[src/rtl/i_merge4_if.sv]
`default_nettype none
// ============================================================================
//  Module   : i_merge4_if
//  Purpose  : 64-bit packet stream port (valid/ready, data, last) with
//             master/slave views.
//  Revision : 1.0
// ============================================================================
interface i_merge4_if;
    logic        tvalid;
    logic        tready;
    logic [63:0] tdata;
    logic        tlast;

    modport master (output tvalid, output tdata, output tlast, input tready);
    modport slave  (input tvalid, input tdata, input tlast, output tready);
endinterface
`default_nettype wire

[src/rtl/i_merge4.sv]
`default_nettype none
// ============================================================================
//  Module   : i_merge4
//  Purpose  : 4:1 packet-atomic round-robin merge with 2-entry output skid
//             buffer and optional source-index insertion into the header route.
//  Revision : 1.0
// ============================================================================
module i_merge4 #(
    parameter int ADD_ROUTE = 0
) (
    input  wire        clk,
    input  wire        reset,
    i_merge4_if.slave  i_in0,
    i_merge4_if.slave  i_in1,
    i_merge4_if.slave  i_in2,
    i_merge4_if.slave  i_in3,
    i_merge4_if.master o_out
);

    typedef enum logic [0:0] {
        ST_IDLE = 1'b0,
        ST_BUSY = 1'b1
    } state_t;

    state_t      r_state, w_state_nxt;
    logic [1:0]  r_grant, w_grant_nxt;
    logic [1:0]  r_last_grant, w_last_nxt;

    logic [3:0]  w_vld;
    logic [3:0]  w_lst;
    logic [63:0] w_dat [4];

    logic [1:0]  w_winner;
    logic        w_any;
    logic [1:0]  w_sel;
    logic        w_open;
    logic        w_buf_rdy;
    logic        w_push;
    logic        w_pop;
    logic [3:0]  w_rdy_vec;
    logic        w_in_last;
    logic [63:0] w_in_data;
    logic [63:0] w_hdr_data;
    logic [63:0] w_wr_data;

    logic [64:0] r_mem [2];
    logic        r_wptr;
    logic        r_rptr;
    logic [1:0]  r_count;

    assign w_vld    = {i_in3.tvalid, i_in2.tvalid, i_in1.tvalid, i_in0.tvalid};
    assign w_lst    = {i_in3.tlast, i_in2.tlast, i_in1.tlast, i_in0.tlast};
    assign w_dat[0] = i_in0.tdata;
    assign w_dat[1] = i_in1.tdata;
    assign w_dat[2] = i_in2.tdata;
    assign w_dat[3] = i_in3.tdata;

    // Descending scan so the lowest offset from last_grant is assigned last and wins.
    always_comb begin
        w_winner = r_last_grant;
        w_any    = 1'b0;
        for (int k = 4; k >= 1; k--) begin
            if (w_vld[r_last_grant + 2'(k)]) begin
                w_winner = r_last_grant + 2'(k);
                w_any    = 1'b1;
            end
        end
    end

    assign w_sel     = (r_state == ST_BUSY) ? r_grant : w_winner;
    assign w_open    = !reset && ((r_state == ST_BUSY) || w_any);
    assign w_buf_rdy = (r_count != 2'd2) || o_out.tready;
    assign w_rdy_vec = (w_open && w_buf_rdy) ? (4'b0001 << w_sel) : 4'b0000;
    assign w_push    = w_open && w_buf_rdy && w_vld[w_sel];
    assign w_pop     = !reset && (r_count != 2'd0) && o_out.tready;
    assign w_in_last = w_lst[w_sel];
    assign w_in_data = w_dat[w_sel];

    assign i_in0.tready = w_rdy_vec[0];
    assign i_in1.tready = w_rdy_vec[1];
    assign i_in2.tready = w_rdy_vec[2];
    assign i_in3.tready = w_rdy_vec[3];

    // Route field is shifted left by two and the source index appended; the
    // oldest two route bits fall off.
    generate
        if (ADD_ROUTE != 0) begin : g_route
            assign w_hdr_data = {w_in_data[63:56], w_in_data[53:48], w_sel, w_in_data[47:0]};
        end else begin : g_no_route
            assign w_hdr_data = w_in_data;
        end
    endgenerate

    assign w_wr_data = (r_state == ST_IDLE) ? w_hdr_data : w_in_data;

    always_ff @(posedge clk) begin
        if (w_push) begin
            r_mem[r_wptr] <= {w_in_last, w_wr_data};
        end
    end

    always_ff @(posedge clk) begin
        if (reset) begin
            r_wptr  <= 1'b0;
            r_rptr  <= 1'b0;
            r_count <= 2'd0;
        end else begin
            if (w_push) begin
                r_wptr <= ~r_wptr;
            end
            if (w_pop) begin
                r_rptr <= ~r_rptr;
            end
            r_count <= r_count + 2'(w_push) - 2'(w_pop);
        end
    end

    assign o_out.tvalid = !reset && (r_count != 2'd0);
    assign o_out.tdata  = r_mem[r_rptr][63:0];
    assign o_out.tlast  = r_mem[r_rptr][64];

    always_ff @(posedge clk) begin
        if (reset) begin
            r_state      <= ST_IDLE;
            r_grant      <= 2'd0;
            r_last_grant <= 2'd3;
        end else begin
            r_state      <= w_state_nxt;
            r_grant      <= w_grant_nxt;
            r_last_grant <= w_last_nxt;
        end
    end

    always_comb begin
        w_state_nxt = r_state;
        w_grant_nxt = r_grant;
        w_last_nxt  = r_last_grant;
        case (r_state)
            ST_IDLE: begin
                if (w_push) begin
                    w_last_nxt = w_sel;
                    if (!w_in_last) begin
                        w_grant_nxt = w_sel;
                        w_state_nxt = ST_BUSY;
                    end
                end
            end
            ST_BUSY: begin
                if (w_push && w_in_last) begin
                    w_state_nxt = ST_IDLE;
                end
            end
            default: w_state_nxt = ST_IDLE;
        endcase
    end

endmodule
`default_nettype wire

[src/flat_wrapper.sv]
// flat-port wrapper written by rule: the top's interface ports become plain ports
module i_merge4_flat 
#(
    parameter int ADD_ROUTE = 0
)
  (clk, reset, i_in0_tvalid, i_in0_tdata, i_in0_tlast, i_in0_tready, i_in1_tvalid, i_in1_tdata, i_in1_tlast, i_in1_tready, i_in2_tvalid, i_in2_tdata, i_in2_tlast, i_in2_tready, i_in3_tvalid, i_in3_tdata, i_in3_tlast, i_in3_tready, o_out_tvalid, o_out_tdata, o_out_tlast, o_out_tready);
  i_merge4_if i_in0_i ();
  i_merge4_if i_in1_i ();
  i_merge4_if i_in2_i ();
  i_merge4_if i_in3_i ();
  i_merge4_if o_out_i ();
  input  wire clk;
  input  wire reset;
  input wire logic [$bits(i_in0_i.tvalid)-1:0] i_in0_tvalid;
  input wire logic [$bits(i_in0_i.tdata)-1:0] i_in0_tdata;
  input wire logic [$bits(i_in0_i.tlast)-1:0] i_in0_tlast;
  output wire logic [$bits(i_in0_i.tready)-1:0] i_in0_tready;
  input wire logic [$bits(i_in1_i.tvalid)-1:0] i_in1_tvalid;
  input wire logic [$bits(i_in1_i.tdata)-1:0] i_in1_tdata;
  input wire logic [$bits(i_in1_i.tlast)-1:0] i_in1_tlast;
  output wire logic [$bits(i_in1_i.tready)-1:0] i_in1_tready;
  input wire logic [$bits(i_in2_i.tvalid)-1:0] i_in2_tvalid;
  input wire logic [$bits(i_in2_i.tdata)-1:0] i_in2_tdata;
  input wire logic [$bits(i_in2_i.tlast)-1:0] i_in2_tlast;
  output wire logic [$bits(i_in2_i.tready)-1:0] i_in2_tready;
  input wire logic [$bits(i_in3_i.tvalid)-1:0] i_in3_tvalid;
  input wire logic [$bits(i_in3_i.tdata)-1:0] i_in3_tdata;
  input wire logic [$bits(i_in3_i.tlast)-1:0] i_in3_tlast;
  output wire logic [$bits(i_in3_i.tready)-1:0] i_in3_tready;
  output wire logic [$bits(o_out_i.tvalid)-1:0] o_out_tvalid;
  output wire logic [$bits(o_out_i.tdata)-1:0] o_out_tdata;
  output wire logic [$bits(o_out_i.tlast)-1:0] o_out_tlast;
  input wire logic [$bits(o_out_i.tready)-1:0] o_out_tready;
  assign i_in0_i.tvalid = i_in0_tvalid;
  assign i_in0_i.tdata = i_in0_tdata;
  assign i_in0_i.tlast = i_in0_tlast;
  assign i_in0_tready = i_in0_i.tready;
  assign i_in1_i.tvalid = i_in1_tvalid;
  assign i_in1_i.tdata = i_in1_tdata;
  assign i_in1_i.tlast = i_in1_tlast;
  assign i_in1_tready = i_in1_i.tready;
  assign i_in2_i.tvalid = i_in2_tvalid;
  assign i_in2_i.tdata = i_in2_tdata;
  assign i_in2_i.tlast = i_in2_tlast;
  assign i_in2_tready = i_in2_i.tready;
  assign i_in3_i.tvalid = i_in3_tvalid;
  assign i_in3_i.tdata = i_in3_tdata;
  assign i_in3_i.tlast = i_in3_tlast;
  assign i_in3_tready = i_in3_i.tready;
  assign o_out_tvalid = o_out_i.tvalid;
  assign o_out_tdata = o_out_i.tdata;
  assign o_out_tlast = o_out_i.tlast;
  assign o_out_i.tready = o_out_tready;
  i_merge4 #(.ADD_ROUTE(ADD_ROUTE)) u_core (.clk(clk), .reset(reset), .i_in0(i_in0_i), .i_in1(i_in1_i), .i_in2(i_in2_i), .i_in3(i_in3_i), .o_out(o_out_i));
endmodule
[config.mk]
export PLATFORM = sky130hd
export DESIGN_NAME = i_merge4_flat
export DESIGN_NICKNAME = d
export VERILOG_FILES = /design/src/rtl/i_merge4_if.sv /design/src/rtl/i_merge4.sv /design/src/flat_wrapper.sv
export SDC_FILE = /design/constraint.sdc
export NUM_CORES = 1
export LEC_CHECK = 0
export ABC_AREA = 1
export BUFFER_PORTS_ARGS = -buffer_cell sky130_fd_sc_hd__buf_2
export CORE_ASPECT_RATIO = 2
export CORE_MARGIN = 4
export CORE_UTILIZATION = 36
export DETAILED_ROUTE_END_ITERATION = 8
export PLACE_DENSITY_LB_ADDON = 0.05
export SETUP_SLACK_MARGIN = 0.15
export SYNTH_ARGS = -nofsm -noshare
export SYNTH_HDL_FRONTEND = slang
export SYNTH_SLANG_ARGS = --single-unit
[constraint.sdc]
create_clock -name clk -period 5.75 [get_ports clk]
set_input_delay 0.575 -clock clk [delete_from_list [all_inputs] [get_ports clk]]
set_output_delay 0.575 -clock clk [all_outputs]
set_load 0.01 [all_outputs]
# After elaboration in Yosys (flattened, before gate mapping)
# Memories as Yosys holds them, arrays and structs flattened. A register that Yosys moved wholly into a read port is not among the register bits.
# Cells that the tools add are included.
[classes]
n_addsub = 5
n_lt_le_gt_ge = 6
eq_ne = 1
shifts = 1
mux = 32
bitwise_logic = 5
reduce_logical = 12
[op_table]
columns = ["operator", "count"]
rows = [
  ["64-bit binary-select mux with 2-bit select", 1],
  ["64-bit 2-to-1 mux", 2],
  ["1-bit 2-to-1 mux", 17],
  ["2-bit by 3-bit < comparator with 1-bit output (second input constant)", 5],
  ["1-bit binary-select mux with 2-bit select", 6],
  ["2-bit 2-to-1 mux", 4],
  ["1-bit logical AND", 6],
  ["2-bit adder (second input constant)", 2],
  ["4-bit 2-to-1 mux", 1],
  ["1-bit inverter", 4],
  ["1-bit by 2-bit << shifter with 4-bit output (first input constant)", 1],
  ["3-bit greater-or-equal comparator (second input constant)", 1],
  ["2-bit inverter with 3-bit output", 1],
  ["3-bit AND reduction", 1],
  ["2-bit by 1-bit adder with 2-bit output", 1],
  ["2-bit by 1-bit adder with 2-bit output (second input constant)", 1],
  ["1-bit logical OR", 2],
  ["2-bit inequality test (second input constant)", 1],
  ["1-bit one-hot mux with 2 select lines", 1],
  ["2-bit AND reduction", 1],
  ["2-bit nonzero test", 1],
  ["2-bit by 1-bit subtractor with 2-bit output", 1],
  ["1-bit zero test", 1],
]
[word_totals]
reg_bits = 9
mem_bits_rw = 130
input_bits = 267
output_inout_bits = 70
elab_cells = 69
memories = 1
[mem_list]
columns = ["name", "depth", "width", "rd", "rd_ports_with_merged_regs", "wr", "line_no", "source"]
rows = [
  ["u_core.r_mem", 2, 65, 1, 1, 1, "i_merge4.sv:46", "logic [64:0] r_mem [2];"],
]

# Longest topological paths before layout
[logic_depth]
ltp_word = 13
mapped_depth = 20
mapped_depth_nobuf = 19

# Worst setup path after synthesis
# Ideal clock, no wire load.
[synth_timing]
kind = "input -> register"
startpoint = "in i_in1_tvalid"
endpoint = "mem u_core.r_mem[0][0] (enable)"
setup_time_ns = 0.488
arrival_time_ns = 4.443
required_time_ns = 5.262
setup_slack_ns = 0.819
stages = 14
n_path_buf = 0
cell_sequence = "inv_1 -> o21ai_2 -> nand2_1 -> nand2_1 -> nand2_1 -> nand2_1 -> nand2_2 -> nand3_4 -> nand2_4 -> nand3_1 -> nand2_2 -> nor2_8 -> inv_2 -> nor2_1"
[synth_via]
elab_chain_len = 12
elab_cells_between_ends = 24
cone_classes = "20 x mux; 4 x reduce/logical"
[synth_lines]
columns = ["item", "line_no", "source"]
rows = [
  ["from (decl)", "flat_wrapper.sv:18", "input wire logic [$bits(i_in1_i.tvalid)-1:0] i_in1_tvalid;"],
  ["branches (longest 9 deep; another with 1-bit binary-select mux with 2-bit select)", "-", ""],
  ["1-bit logical AND (*)", "i_merge4.sv:74", "assign w_push = w_open && w_buf_rdy && w_vld[w_sel];"],
  ["1-bit 2-to-1 mux (*)", "i_merge4.sv:97", "if (w_push) begin"],
  ["1-bit 2-to-1 mux (not written as such) (*)", "i_merge4.sv:98", "r_mem[r_wptr] <= {w_in_last, w_wr_data};"],
  ["to (decl)", "i_merge4.sv:46", ""],
]
# Mark *: on every way between the ends. The select of a mux whose other input is x is not followed.

# Worst setup path in the final report
[layout_timing]
startpoint = "reg u_core.r_last_grant[0]"
endpoint = "mem u_core.r_mem[0][43], data pin"
[layout_via]
elab_chain_len = 11
elab_cells_between_ends = 17
cone_classes = "3 x add/sub; 13 x mux; 1 x bitwise"
[layout_lines]
columns = ["item", "line_no", "source"]
rows = [
  ["from (decl)", "i_merge4.sv:27", "logic [1:0] r_last_grant, w_last_nxt;"],
  ["from (signal assigned)", "i_merge4.sv:130", "r_last_grant <= w_last_nxt;"],
  ["2-bit adder", "i_merge4.sv:63, i_merge4.sv:64", ""],
  ["1-bit binary-select mux with 2-bit select", "i_merge4.sv:63", "if (w_vld[r_last_grant + 2'(k)]) begin"],
  ["1-bit 2-to-1 mux (not written as such)", "i_merge4.sv:63", ""],
  ["2-bit 2-to-1 mux (2 in a row)", "i_merge4.sv:63", ""],
  ["2-bit 2-to-1 mux (*)", "i_merge4.sv:63", ""],
  ["2-bit 2-to-1 mux (*)", "i_merge4.sv:70", "assign w_sel = (r_state == ST_BUSY) ? r_grant : w_winner;"],
  ["2-bit inverter with 3-bit output (not written as such) (*)", "i_merge4.sv:77", "assign w_in_data = w_dat[w_sel];"],
  ["64-bit binary-select mux with 2-bit select (*)", "i_merge4.sv:77", ""],
  ["64-bit 2-to-1 mux (not written as such) (*) (2 in a row)", "i_merge4.sv:77", ""],
  ["named net u_core.w_hdr_data[43]", "i_merge4.sv:43", "logic [63:0] w_hdr_data;"],
]
# The timed path passes the listed nets; every way through them passes the cells marked *. The select of a mux whose other input is x is not followed.

==> results.md <==
- Global routing usage summed across all routing layers: 19.9%
- Placeable Area: 19,500 µm²
- Cell type with the largest total area after synthesis: sky130_fd_sc_hd__edfxtp_1
- Leakage component of the power: 4.03 nW
- Vias per inst: 5.30
- Number of gates given a new drive strength after cts: 0
- Number of enable-type register cells in the synthesized netlist: 130
- Antenna violations before repair: 0
- Transition time at the pin with the least slew margin: 1.03 ns
- Global-route wire length before repair: 34.7 mm
- Clock Skews: 0.0133 ns
- CP endpoint kind: flop
- Number of buffers inserted by hold repair at cts: 0
- Worst setup SP type: flop
- Wirelength, routed: 23.1 mm
- Compound-gate portion of the synthesized area: 7.33%
- Final clock period utilization by the worst path: 69.7%
- Number of buffers inserted during clock tree synthesis: 17
- Total number of vias: 6,420
- Maximum level of the CTS H-tree: 4
- Vertical die dimension: 208 µm
- Signed area change from the synthesized netlist to the final layout: 33.4%
- Number of primary I/O pins: 337
- Mean instance size in the synthesized netlist: 11.4 µm²
- Synthesized Nets: 897
- Cell area after placement: 8980 µm²
- Critical path data required time: 5.99 ns
- Count of cell types in the netlist: 33
- Number of buffers between clock root and the deepest sink: 2
- Asr flop ratio synth: 0%
- Outcome: finished clean
- Cell breakdown of the critical path: inv_4 > nand2_1 > nand3_1 > nand2_1 > inv_1 > nand2_1 > nand2_1 > nand2_2 > nand3_4 > nand2_4 > inv_4 > nor2_8 > a22oi_1 > nand3_1
- Adder-cell share of the synthesized area: 0.175%
- Cell types with the highest counts after synthesis: sky130_fd_sc_hd__nand3_1 (200), sky130_fd_sc_hd__edfxtp_1 (130), sky130_fd_sc_hd__mux2_2 (65)
- Post-CTS setup buffer count: 0
- Clock insertion delay at the later pin of the skew report: 0.41 ns
- Clk Tree Root Cell: sky130_fd_sc_hd__clkbuf_16
- Number of nets in the layout: 1,207
- Synthesized-area fraction occupied by xor and xnor cells: 0.367%
- Max frequency: 0.249 GHz
- Detailed-routing iteration count for the pre-antenna-repair pass: 5
- Crit-path max cell delay: 0.87 ns
- Pin count of the biggest net entering global routing: 104
- CTS tree: built
- Detailed Place HPWL: 16.7 mm
- Standard-cell row count: 72
- Routed wire length per instance: 19.1 µm
- Post-synthesis simple-gate area fraction: 20.1%
- Synthesized area: 7160 µm²
- CP most frequent cell: sky130_fd_sc_hd__nand2_1
- Share of final-layout standard cells stronger than drive strength 1: 48.2%
- Total grt overflow: 0
- Hold WC Path Type: primary input to flop
- Power per cell area: 629 nW/µm²
- Mux cell area share after synthesis: 10.2%
- Overall Power: 0.00602 W
- Total Negative Setup Slacks: 0 ns
- Slowest library cell on the worst path: sky130_fd_sc_hd__nor2_8
- Max-cap check violation count: 0
- Leading post-synthesis cells by cell area: sky130_fd_sc_hd__edfxtp_1 (54%), sky130_fd_sc_hd__nand3_1 (14%), sky130_fd_sc_hd__mux2_2 (10%), sky130_fd_sc_hd__a22oi_1 (6.7%), sky130_fd_sc_hd__dfxtp_1 (2.8%)
- Area of the die: 22,400 µm²
- Slew HR: 31.5%
- Port bufs: 336
- Starting DRT DRC Count: 358
- TritonCTS Sinks: 140
- # diodes: 0
- Maximum vdd drop: 0.355 mV
- Initial Util: 36.8%
- Fraction of post-synthesis cell area in the top cell type by area: 54.5%
- Reg clk slew, reported paths: 0.06 ns
- Floorplan die width: 108 µm
- Data arrival at the endpoint of the critical path: 4.24 ns
- Count of nets left with antenna violations after detail routing: 0
- Worst-path maximum fanout: 72
- Portion of the post-synthesis area used by sequential elements: 57.3%
- Post-synthesis sequential element count: 140
- Number of endpoints failing setup at the final stage: 0
- Number of warnings issued by yosys: 0
- DRC Markers: 0
- Dominant cell by count in the synthesized netlist: sky130_fd_sc_hd__nand3_1
- Number of standard cells after synthesis: 629
- Pins Over Slew Limit: 0
- Vias in the first global route: 6,707
- Predominant post-synthesis flop cell: sky130_fd_sc_hd__edfxtp_1
- Number of hold violations in the final report: 0
- Time the worst path needs with I/O delays and setup: 4.01 ns
- Final Cell Area: 9560 µm²
- Gp weighted congestion: 0.891
- Unrepaired setup endpoints after global routing: false
- Largest family of logic cells by synthesized area: simple AND/OR/NAND/NOR gates
- Critical path class: flop to flop
[final timing paths]
kind / startpoint / end / slack (ns) / depth (start not counted)
max: u_core.r_last_grant[0] / u_core.r_mem[0][43] / 1.74 / 14
min: reset / flop / 0.45 / 2
max reg2reg: u_core.r_last_grant[0] / u_core.r_mem[0][43] / 1.74 / 14
min reg2reg: u_core.r_grant[1] / u_core.r_grant[1] / 0.48 / 2
[area by class of cell]
cell class                      count  area [µm²]
Fill cell                        1845        9900
Clock inverter                     13         143
Clock buffer                       19         433
Tap cell                          259         324
Multi-Input combinational cell    422        2750
Timing Repair Buffer              340        1720
Inverter                           18        75.1
Sequential cell                   140        4110
[where the power goes]
group	internal, W	total [W]	switching, W
Sequential	0.00188	0.00201	0.000130
Clock	0.000641	0.00106	0.000416
Combinational	0.000991	0.00295	0.00196
[cell families (layout without fill, tap and decap cells)]
group / Yosys count / count (layout)
and+or+nand+nor: 282 / 282
DFF: 140 / 140
AOI/OAI and AO/OA: 71 / 71
buffers and inverters: 67 / 390
muxes: 65 / 65
xor gates and xnor gates: 3 / 3
adders and majority gates: 1 / 1
[state kept, by name, summed over array words and instances, names as in the netlist, named ones only]
register             count
u_core.r_wptr            1
u_core.r_rptr            1
u_core.r_last_grant      2
u_core.r_grant           2
u_core.r_count           2
u_core.r_mem           130
[per-stage QoR]
| stage | hold WS, ns | instances | util [%] | worst slack [ns] |
|---|---|---|---|---|
| finish | 0.448 | 1211 | 49.1 | 1.74 |
| floorplan | 0.437 | 629 | - | 0.819 |
| CTS | 0.429 | 1211 | 49.1 | 1.72 |
| global placement | 0.452 | 1179 | 46.2 | 1.79 |
| detailed placement | 0.457 | 1179 | 46.2 | 1.66 |
| global route | 0.455 | 1211 | 49.1 | 1.38 |
[layout by cell type (no fill, tap or decap), types with 2 or more instances in the layout]
master	instances
sky130_fd_sc_hd__a21oi_1	3
sky130_fd_sc_hd__a22oi_1	64
sky130_fd_sc_hd__buf_2	336
sky130_fd_sc_hd__buf_4	3
sky130_fd_sc_hd__bufinv_16	2
sky130_fd_sc_hd__clkbuf_1	2
sky130_fd_sc_hd__clkbuf_16	17
sky130_fd_sc_hd__clkinv_4	2
sky130_fd_sc_hd__clkinvlp_4	4
sky130_fd_sc_hd__dfxtp_1	9
sky130_fd_sc_hd__edfxtp_1	130
sky130_fd_sc_hd__inv_1	12
sky130_fd_sc_hd__inv_2	3
sky130_fd_sc_hd__inv_4	3
sky130_fd_sc_hd__inv_6	3
sky130_fd_sc_hd__mux2_2	65
sky130_fd_sc_hd__nand2_1	43
sky130_fd_sc_hd__nand2_2	4
sky130_fd_sc_hd__nand2_4	2
sky130_fd_sc_hd__nand3_1	200
sky130_fd_sc_hd__nand3_2	3
sky130_fd_sc_hd__nand4_1	5
sky130_fd_sc_hd__nor2_1	11
sky130_fd_sc_hd__nor2_4	3
sky130_fd_sc_hd__nor2_8	2
sky130_fd_sc_hd__nor3_1	4
sky130_fd_sc_hd__o211ai_1	2
sky130_fd_sc_hd__xor2_1	2
[per-layer routing]
metal | track usage (%) | vias up | routed length (µm)
li1 | - | 3024 | -
met1 | 20.9 | 3084 | 8050
met2 | 38.7 | 271 | 13100
met3 | 3.55 | 41 | 1360
met4 | 6.71 | 0 | 574
met5 | 0 | - | 0
[critical path, delay by kind of cell (launching register included)]
kind / cells / cell delay (ns)
buffers and inverters: 3 / 0.65
AO/OA/AOI/OAI: 1 / 0.21
flip-flops: 1 / 0.57
AND/OR/NAND/NOR: 10 / 2.36
Power figures use the tool's default switching activity.
